===== config.mk =====
export PLATFORM = sky130hd
export DESIGN_NAME = fetch_unit_flat
export DESIGN_NICKNAME = d
export VERILOG_FILES = /design/src/rtl/fetch_unit_if.sv /design/src/rtl/fetch_unit.sv /design/src/flat_wrapper.sv
export SDC_FILE = /design/constraint.sdc
export NUM_CORES = 1
export LEC_CHECK = 0
export BUFFER_PORTS_ARGS = -buffer_cell sky130_fd_sc_hd__buf_2
export CORE_AREA = 4 4 68 70
export CTS_BUF_LIST = sky130_fd_sc_hd__clkbuf_4 sky130_fd_sc_hd__clkbuf_8 sky130_fd_sc_hd__clkbuf_16
export CTS_CLUSTER_SIZE = 8
export DETAILED_ROUTE_END_ITERATION = 6
export DIE_AREA = 0 0 72 74
export PLACE_DENSITY = 0.68
export SLEW_MARGIN = 20
export SYNTH_ARGS = -nofsm -noshare
export SYNTH_HDL_FRONTEND = slang
export SYNTH_SLANG_ARGS = --single-unit

===== constraint.sdc =====
create_clock -name clk -period 2.2 [get_ports clk]
set_input_delay 0.22 -clock clk [delete_from_list [all_inputs] [get_ports clk]]
set_output_delay 0.22 -clock clk [all_outputs]
set_load 0.01 [all_outputs]

===== src/rtl/fetch_unit_if.sv =====
// rtl/fetch_unit_if.sv - fetch stage control, memory and decode-side signal bundle
interface fetch_unit_if #(
  parameter int ADDR_W = 8
);
  logic              start;
  logic              stall;
  logic              redirect;
  logic [ADDR_W-1:0] redirect_target;
  logic [7:0]        instruction;
  logic [ADDR_W-1:0] read_address;
  logic [7:0]        ir;
  logic [ADDR_W-1:0] ir_pc;
  logic              ir_valid;
  logic              halted;

  // driving side: control, memory data in; observes fetch outputs
  modport master (
    output start, stall, redirect, redirect_target, instruction,
    input  read_address, ir, ir_pc, ir_valid, halted
  );

  // fetch unit side
  modport slave (
    input  start, stall, redirect, redirect_target, instruction,
    output read_address, ir, ir_pc, ir_valid, halted
  );
endinterface


===== src/rtl/fetch_unit.sv =====
// rtl/fetch_unit.sv - program counter and IF/ID latch with stall, redirect and halt
module fetch_unit #(
  parameter logic [7:0] RESET_PC    = 8'h00,
  parameter logic [7:0] HALT_OPCODE = 8'hFF,
  parameter int         ADDR_W      = 8
) (
  input logic        clk,
  input logic        reset_n,
  fetch_unit_if.slave bus
);

  typedef enum logic [1:0] {
    IDLE = 2'd0,
    RUN  = 2'd1,
    HALT = 2'd2
  } state_t;

  state_t            state;
  logic [ADDR_W-1:0] pc;
  logic [7:0]        ir;
  logic [ADDR_W-1:0] ir_pc;
  logic              ir_valid;
  logic              halted;

  // memory is addressed straight from the pc; outputs come from registers
  assign bus.read_address = pc;
  assign bus.ir           = ir;
  assign bus.ir_pc        = ir_pc;
  assign bus.ir_valid     = ir_valid;
  assign bus.halted       = halted;

  // fetch state machine: redirect beats stall beats fetch while running
  always_ff @(posedge clk) begin
    if (!reset_n) begin
      state    <= IDLE;
      pc       <= ADDR_W'(RESET_PC);
      ir       <= 8'h00;
      ir_pc    <= '0;
      ir_valid <= 1'b0;
      halted   <= 1'b0;
    end else begin
      case (state)
        IDLE: begin
          ir_valid <= 1'b0;
          // redirect while idle presets the boot address
          if (bus.redirect) pc <= bus.redirect_target;
          if (bus.start) state <= RUN;
        end
        RUN: begin
          if (bus.redirect) begin
            // drop the wrong-path instruction; ir/ir_pc keep their old values
            pc       <= bus.redirect_target;
            ir_valid <= 1'b0;
          end else if (!bus.stall) begin
            ir       <= bus.instruction;
            ir_pc    <= pc;
            ir_valid <= 1'b1;
            if (bus.instruction == HALT_OPCODE) begin
              // pc stays parked on the halt address
              state  <= HALT;
              halted <= 1'b1;
            end else begin
              pc <= pc + 1'b1;
            end
          end
        end
        HALT: begin
          // only reset leaves here; every other input is ignored
          ir_valid <= 1'b0;
          halted   <= 1'b1;
        end
        default: begin
          state    <= IDLE;
          ir_valid <= 1'b0;
          halted   <= 1'b0;
        end
      endcase
    end
  end

endmodule


===== src/flat_wrapper.sv =====
// flat-port wrapper written by rule: the top's interface ports become plain ports
module fetch_unit_flat 
#(
  parameter logic [7:0] RESET_PC    = 8'h00,
  parameter logic [7:0] HALT_OPCODE = 8'hFF,
  parameter int         ADDR_W      = 8
)
  (clk, reset_n, bus_start, bus_stall, bus_redirect, bus_redirect_target, bus_instruction, bus_read_address, bus_ir, bus_ir_pc, bus_ir_valid, bus_halted);
  fetch_unit_if #(.ADDR_W(ADDR_W)) bus_i ();
  input logic clk;
  input logic reset_n;
  input wire logic [$bits(bus_i.start)-1:0] bus_start;
  input wire logic [$bits(bus_i.stall)-1:0] bus_stall;
  input wire logic [$bits(bus_i.redirect)-1:0] bus_redirect;
  input wire logic [$bits(bus_i.redirect_target)-1:0] bus_redirect_target;
  input wire logic [$bits(bus_i.instruction)-1:0] bus_instruction;
  output wire logic [$bits(bus_i.read_address)-1:0] bus_read_address;
  output wire logic [$bits(bus_i.ir)-1:0] bus_ir;
  output wire logic [$bits(bus_i.ir_pc)-1:0] bus_ir_pc;
  output wire logic [$bits(bus_i.ir_valid)-1:0] bus_ir_valid;
  output wire logic [$bits(bus_i.halted)-1:0] bus_halted;
  assign bus_i.start = bus_start;
  assign bus_i.stall = bus_stall;
  assign bus_i.redirect = bus_redirect;
  assign bus_i.redirect_target = bus_redirect_target;
  assign bus_i.instruction = bus_instruction;
  assign bus_read_address = bus_i.read_address;
  assign bus_ir = bus_i.ir;
  assign bus_ir_pc = bus_i.ir_pc;
  assign bus_ir_valid = bus_i.ir_valid;
  assign bus_halted = bus_i.halted;
  fetch_unit #(.RESET_PC(RESET_PC), .HALT_OPCODE(HALT_OPCODE), .ADDR_W(ADDR_W)) u_core (.clk(clk), .reset_n(reset_n), .bus(bus_i));
endmodule

After elaboration in Yosys (flattened, before gate mapping)
Index checks and enable logic that the tools add are counted.

Flip-flop bits (word level): 28. Latch bits: 0. Memory bits (writable): 0. Memory bits (read-only): 0. Bits of input ports: 21. Output and inout port bits: 26. Logic and storage cells: 44. Memories: 0.

Add/sub/neg operators: 1. Multiply operators: 0. Div/mod/pow operators: 0. Order comparisons: 0. Eq/ne operators: 10. Shifts and indexed selects: 0. Multiplexer cells: 14. Bitwise operators: 6. Reductions and logical operators: 7.

Operator list (number): 8-bit 2-to-1 mux (4); 8-bit one-hot mux with 2 select lines (1); 8-bit by 1-bit adder with 8-bit output, second input constant (1); 8-bit == test, second input constant (1); 2-bit 2-to-1 mux (4); 2-bit inequality test, second input constant (4); 4-bit AND reduction (2); 3-bit inequality test, second input constant (2); 1-bit NOT (6); 2-bit one-hot mux with 3 select lines (1); 5-bit AND reduction (1); 1-bit 2-to-1 mux (3); 1-bit one-hot mux with 3 select lines (1); 3-bit AND reduction (1); 3-bit OR reduction (1); 2-bit by 1-bit == test with 1-bit output, second input constant (1); 2-bit == test, second input constant (1); 2-bit logical NOT (1); 2-bit by 1-bit inequality test with 1-bit output, second input constant (1); 2-bit nonzero test (1).

Longest topological paths before layout
Gate-level depths: netlist of run 1.

Depth after elaboration: 5. Mapped depth: 8. Depth with buffers taken out: 6.

Worst setup path after synthesis of run 1
Ideal clock, no wire load.

Path type: register to register. From: reg u_core.state[1]. To: reg u_core.pc[1] (netlist: u_core.bus.read_address[1]). Library setup time: 135 ps. Data arrival time: 1454 ps. Data required time: 2065 ps. Slack: 611 ps. Cell stages (with the launch flop): 8. Path buffers: 1. Period minus slack after synthesis: 1589 ps. Cells stage by stage: dfxtp_1 inv_1 ha_1 nand2b_1 buf_4 mux2_4 a211oi_2 a211oi_1.

Word-level cells in the longest chain between the ends: 3. Elaborated cells between the ends (all ways): 8. Classes of those cells: eq/ne: 4; mux: 1; reduce/logical: 3.

RTL lines: from (decl) (RTL line fetch_unit.sv:18) `state_t state;`; from (signal assigned) (RTL line fetch_unit.sv:35) `state <= IDLE;`; from (signal assigned) (RTL line fetch_unit.sv:47) `if (bus.start) state <= RUN;`; from (signal assigned) (RTL line fetch_unit.sv:60) `state <= HALT;`; 2-bit by 1-bit == test with 1-bit output or 2-bit logical NOT (tied branches) (RTL line fetch_unit.sv:42) `case (state)`; 3-bit inequality test (no line) (tied with other cells); 4-bit AND reduction (no line); to (signal assigned) (RTL line fetch_unit.sv:36) `pc <= ADDR_W'(RESET_PC);`; to (signal assigned) (RTL line fetch_unit.sv:46) `if (bus.redirect) pc <= bus.redirect_target;`; to (signal assigned) (RTL line fetch_unit.sv:52) `pc <= bus.redirect_target;`; to (decl) (RTL line fetch_unit.sv:19) `logic [ADDR_W-1:0] pc;`.

Parallel ways exist; a longest one is shown, timed or not. A chain may end at the register's enable or synchronous reset.

Worst setup path in the final report of run 1
Ends and elaborated chain as after synthesis.

==> impl_metrics.tcl, run 1 <==
set metrics [dict create \
    powerDensity_nw_per_um2 990 \
    antennaDiodeCount 0 \
    antenna_found_initial 0 \
    portBuffers 46 \
    rsz0062_at_grt "false" \
    overflow 0 \
    cp-end-kind "flop" \
    nets 235 \
    synth_nets 190 \
    comb_power_share_pct 36.3 \
    crit_arrival_ns 1.91 \
    required_ns 2.34 \
    cpMaxStageDelayCell "dfxtp_1" \
    drt-initial-drc-count 65 \
    p_sw_share_pct 35.8 \
    rows 23 \
    syn_avg_cell_area_sq_um 8.44 \
    drt_pass1_iterations 4 \
    cts.repair.resized 0 \
    synth_seq_cells 28 \
    drive_above_1_share_pct 29.3 \
    drt-total-wl_mm 3.43 \
    fillers 401 \
    pwr-share-seq_pct 39.8 \
    dieArea_sq_um 5330 \
    die_h_um 74 \
    syn_to_final_growth_pct 24.0 \
    critPathKind "flop to flop" \
    h-tree-depth 1 \
    finalHoldViolations 0 \
    post_drt_wl_per_cell_um 13.3 \
    setup_violations 0 \
    ios 47 \
    grt_pass1_wl_mm 5.78 \
    synth_most_common_cell "nand2_1" \
    cts_sinks 28 \
    ys_async_sr_fraction_pct 0 \
    yosysTopAreaCell "dfxtp_1" \
    p_sw_mw 0.609 \
    slew_headroom_pct 57.6 \
    period_needed_ns 1.77 \
    die_w_um 72 \
    worstPathCellList "inv_1 > ha_1 > nand2b_1 > buf_4 > mux2_4 > a211oi_2 > a211oi_1" \
    viasPerCell 5.03 \
    ys_types 40 \
    drc 0 \
    p_int_mw 1.09 \
    num_vias 1297 \
    cts_tree "built" \
    antenna_left 0 \
    synth_seq_area_share_pct 40.5 \
    root_buffer "clkbuf_8" \
    hold_ws_ns 0.181 \
    tightestPinTransition_ns 0.635 \
    hp-class "primary input to flop" \
    path_max_fanout 19 \
    synth.cells.most_frequent "nand2_1 (41), dfxtp_1 (28), a21oi_1 (23)" \
    cts_buffers 3 \
    cap_violations 0 \
    core_area_sq_um 3970 \
    vdd_drop_max_mv 0.607 \
    crit_buf_inv 2 \
    crit_family "flip-flops" \
    synth_edf_count 0 \
    setup_tns_ns 0 \
    synth.top_cell.area_share_pct 40.5 \
    cts_hold_buffers 0 \
    max_freq_ghz 0.566 \
    slew_violations 0 \
    grt_max_degree 20 \
    syn_inst 164 \
    synth_top_flop_cell "dfxtp_1" \
    max_stage_delay_ns 0.36 \
    dp_hpwl_mm 2.59 \
    syn-cell-area_sq_um 1380 \
    initial_core_util_pct 34.8 \
    yosys_warnings 0 \
    synthTopCellsByArea "dfxtp_1 (41%), nand2_1 (11%), a21oi_1 (8.3%)" \
    fin_skew_ns 0.00199 \
    place.gp.congestion 0.744 \
    grt_pass1_vias 1215 \
    cts_buffer_depth 2 \
    crit_path_start_kind "flop" \
    clkPwrFrac_pct 23.9 \
    grtUsageTotal_pct 13.5 \
    power_leakage_nw 0.741 \
    path_clk_slew_ns 0.09 \
    postCtsSetupRepairBufs 0 \
    worstSkewPairLatency_ns 0.28 \
    fin_crit_sh_pct 80.3 \
    status "finished clean" \
]
==> per-stage QoR <==
step	total power [mW]	area, sq um	instances	utilization [%]	worst slack (ns)
2_1_floorplan	1.13	1380	164	-	0.611
3_5_place_dp	1.31	1640	254	41.4	0.446
3_3_place_gp	1.30	1640	254	41.4	0.456
6_report	1.70	1720	258	43.2	0.434
5_1_grt	1.83	1720	258	43.2	0.219
4_1_cts	1.72	1720	258	43.2	0.412
==> tightest hold or removal path, cell delays in order <==
cell	delay [ns]
buf_2	0.10
nand2_1	0.05
a21oi_1	0.05
==> sequential cells by signal, indices dropped and copies added (netlist names) <==
name,flops
u_core.bus.ir_valid,1
u_core.bus.ir_pc,8
u_core.state,2
u_core.bus.halted,1
u_core.bus.read_address,8
u_core.bus.ir,8
==> per-layer routing <==
metal | GRT usage [%] | share of wire [%]
met1 | 18.5 | 48
met4 | 3.13 | 1.1
met2 | 21.7 | 45
met3 | 3.11 | 6.0
met5 | 0 | 0
==> layout make-up <==
cell class | count | area [sq um] | area share, %
Clock buffer | 3 | 41.3 | 2.41
Clock inverter | 1 | 30.0 | 1.75
Inverter | 9 | 33.8 | 1.97
Multi-Input combinational cell | 119 | 742 | 43.3
Timing Repair Buffer | 48 | 245 | 14.3
Sequential cell | 28 | 561 | 32.7
Tap cell | 50 | 62.6 | 3.65
==> power by group through the flow <==
stage | combinational (mW) | clock, mW | sequential (mW)
global placement | 0.613 | 0 | 0.688
floorplan | 0.431 | 0 | 0.695
CTS | 0.622 | 0.418 | 0.676
global route | 0.694 | 0.443 | 0.693
finish | 0.616 | 0.406 | 0.676
detailed placement | 0.620 | 0 | 0.690
==> logic make-up after synthesis <==
logic type / count (synthesis) / share of synthesized area (%)
muxes: 1 / 1.08
AOI/OAI and AO/OA: 52 / 28.1
buffers and inverters: 17 / 5.88
DFF: 28 / 40.5
adders and majority gates: 5 / 4.52
and+or+nand+nor: 61 / 19.9
==> final timing paths <==
check,from,end,slack (ns),depth (start not counted)
worst max-delay path,u_core.state[1]$_SDFFE_PN0P_,u_core.bus.read_address[1]$_SDFFE_PN0P_,0.43,7
worst min-delay path,bus_instruction[5],u_core.bus.ir[5]$_SDFFE_PN0P_,0.18,3
worst max register to register,u_core.state[1]$_SDFFE_PN0P_,u_core.bus.read_address[1]$_SDFFE_PN0P_,0.43,7
worst min register to register,u_core.bus.ir_pc[6]$_SDFFE_PN0P_,u_core.bus.ir_pc[6]$_SDFFE_PN0P_,0.46,2
==> cells in the final DEF, fill, tap and decap left out, types with 4 or more instances in the layout <==
master and instances:
nand2_1 41, a211oi_1 4, a21oi_1 23, o32ai_1 4, inv_1 8, ha_1 5, a221oi_1 4, buf_2 46
dfxtp_1 28, nor2_1 4
(Power assumes the default switching activity.)
==> inputs of run 2 (changes only) <==
Settings changed: ABC_AREA from default to 1, CORE_AREA 4 4 68 70 to 4 4 70 72, DIE_AREA 0 0 72 74 to 0 0 74 76, PLACE_DENSITY 0.68 to 0.67.
Clock period 2.2 ns to 1.8 ns, I/O delays scaled along.
==> run 2 against run 1 <==
Power is 35% higher. Fmax up 12%. Synthesized cell count is 24% higher. Sequential cell count did not move. Die area increased by 5.6%. Area after synthesis rose by 6.1%. Critical path depth grew 2. Global-route usage is 1.2 points lower. Sequential power is 34% higher. Clock power shrank 19%. Register-to-register slack worse by 0.21 ns. First-iteration DRC count is 15% higher.
==> impl_metrics.tcl, run 2 <==
set metrics [dict create \
    synth.top_cell.area_share_pct 38.2 \
    power_leakage_nw 0.897 \
    synth_most_common_cell "nand2_1" \
    grtUsageTotal_pct 12.3 \
    required_ns 2.00 \
    cts_buffer_depth 2 \
    layout_common_cells "nand2_1 (47), buf_2 (46), nor2_1 (41), dfxtp_1 (28), inv_1 (15)" \
    dp_hpwl_mm 2.59 \
    portBuffers 46 \
    ys_async_sr_fraction_pct 0 \
    yosysTopAreaCell "dfxtp_1" \
    grt_max_degree 27 \
    die_w_um 74 \
    nets 275 \
    period_needed_ns 1.58 \
    synth_seq_cells 28 \
    drt-total-wl_mm 3.29 \
    fin_cells 299 \
    syn_to_final_growth_pct 20.6 \
    h-tree-depth 1 \
    critPathKind "flop to flop" \
    root_buffer "clkbuf_8" \
    vdd_drop_max_mv 0.582 \
    place.gp.congestion 0.853 \
    max_freq_ghz 0.635 \
    worstSkewPairLatency_ns 0.27 \
    final_common_cell "nand2_1" \
    setup_violations 0 \
    viasPerCell 4.59 \
    cp-end-kind "flop" \
    slew_headroom_pct 71.8 \
    path_max_fanout 21 \
    placed_cells 296 \
    finalHoldViolations 0 \
    synth.cells.most_frequent "nand2_1 (47), nor2_1 (41), dfxtp_1 (28)" \
    grt_pass1_wl_mm 5.63 \
    synth_nets 229 \
    fin_skew_ns 0.00465 \
    cts_hold_buffers 0 \
    status "finished clean" \
    powerDensity_nw_per_um2 1290 \
    postCtsSetupRepairBufs 0 \
    post_drt_wl_per_cell_um 11.0 \
    cts_buffers 3 \
    drt-initial-drc-count 75 \
    ys_types 24 \
    cts.repair.resized 0 \
    drc 0 \
    rows 24 \
    setup_tns_ns 0 \
    crit_path_start_kind "flop" \
    overflow 0 \
    num_vias 1373 \
    syn-cell-area_sq_um 1470 \
    slew_violations 0 \
    dieArea_sq_um 5620 \
    rsz0062_at_grt "false" \
    fin_crit_sh_pct 87.5 \
    ios 47 \
    core_area_sq_um 4290 \
    cap_violations 0 \
    crit_arrival_ns 1.78 \
    antenna_left 0 \
    drive_above_1_share_pct 27.1 \
    yosys_warnings 0 \
    synthTopCellsByArea "dfxtp_1 (38%), nand2_1 (12%), nor2_1 (10%)" \
    cts_tree "built" \
    syn_inst 203 \
    syn_avg_cell_area_sq_um 7.23 \
    synth_top_flop_cell "dfxtp_1" \
    synth_edf_count 0 \
    antenna_found_initial 0 \
    synth_seq_area_share_pct 38.2 \
    die_h_um 76 \
    antennaDiodeCount 0 \
    drt_pass1_iterations 5 \
    cts_sinks 28 \
    path_clk_slew_ns 0.09 \
    tightestPinTransition_ns 0.422 \
    fin_total_pwr_mw 2.29 \
    initial_core_util_pct 34.2 \
    grt_pass1_vias 1256 \
    hp-class "primary input to flop" \
]
==> run 2: path summary, 6_finish.rpt <==
check                                                        end  slack (ns)                              from  cells past startpoint
worst max register to register  u_core.bus.ir_pc[1]$_SDFFE_PN0P_        0.22      u_core.state[1]$_SDFFE_PN0P_                      9
worst min register to register  u_core.bus.ir_valid$_SDFFE_PP0N_        0.46  u_core.bus.ir_valid$_SDFFE_PP0N_                      2
worst min-delay path               u_core.bus.ir[4]$_SDFFE_PN0P_        0.15                bus_instruction[4]                      3
worst max-delay path            u_core.bus.ir_pc[1]$_SDFFE_PN0P_        0.22      u_core.state[1]$_SDFFE_PN0P_                      9
==> run 2: per-stage QoR <==
| stage | utilization [%] | instance area (sq um) | hold slack, ns | worst slack, ns |
|---|---|---|---|---|
| 3_3_place_gp | 40.3 | 1730 | 0.425 | 0.306 |
| 3_5_place_dp | 40.3 | 1730 | 0.430 | 0.223 |
| 6_report | 41.2 | 1770 | 0.146 | 0.224 |
| 4_1_cts | 41.2 | 1770 | 0.138 | 0.196 |
| 5_1_grt | 41.2 | 1770 | 0.145 | 0.0560 |
| 2_1_floorplan | - | 1470 | 0.278 | 0.438 |
==> run 2: report_power, final <==
part / internal [mW] / total, mW / switching, mW
Sequential: 0.776 / 0.907 / 0.131
Combinational: 0.383 / 1.05 / 0.669
Clock: 0.150 / 0.330 / 0.180
==> run 2: layer usage <==
layer  global-route usage (%)  vias to the layer above  part of all wire, %
met5                        0                        -                    0
met4                     3.80                        0                  1.2
met3                     2.51                        4                  6.7
met2                     18.0                       36                   42
met1                     18.0                      598                   50
li1                         -                      735                    -
==> run 2: final cells by class <==
class,instances,area (sq um)
fill,480,2520
multi-input combinational,151,783
sequential,28,561
timing repair buffer,47,250
inverter,18,70.1
tap,52,65.1
clock buffer,3,41.3
==> run 2: logic make-up after synthesis <==
group / after synthesis / synth area share (%)
buf+inv: 24 / 8.44
simple gates: 108 / 33.8
xor+xnor: 1 / 0.597
compound gates: 37 / 14.7
flops: 28 / 38.2
fa+ha+maj: 5 / 4.26
==> run 2: worst max-delay path: stages, from the launching register on <==
cell	delay (ns)
dfxtp_1	0.32
inv_1	0.10
ha_1	0.20
inv_2	0.08
nor2_8	0.16
inv_4	0.11
nor2_8	0.13
buf_12	0.17
o21ai_0	0.09
a21oi_1	0.14
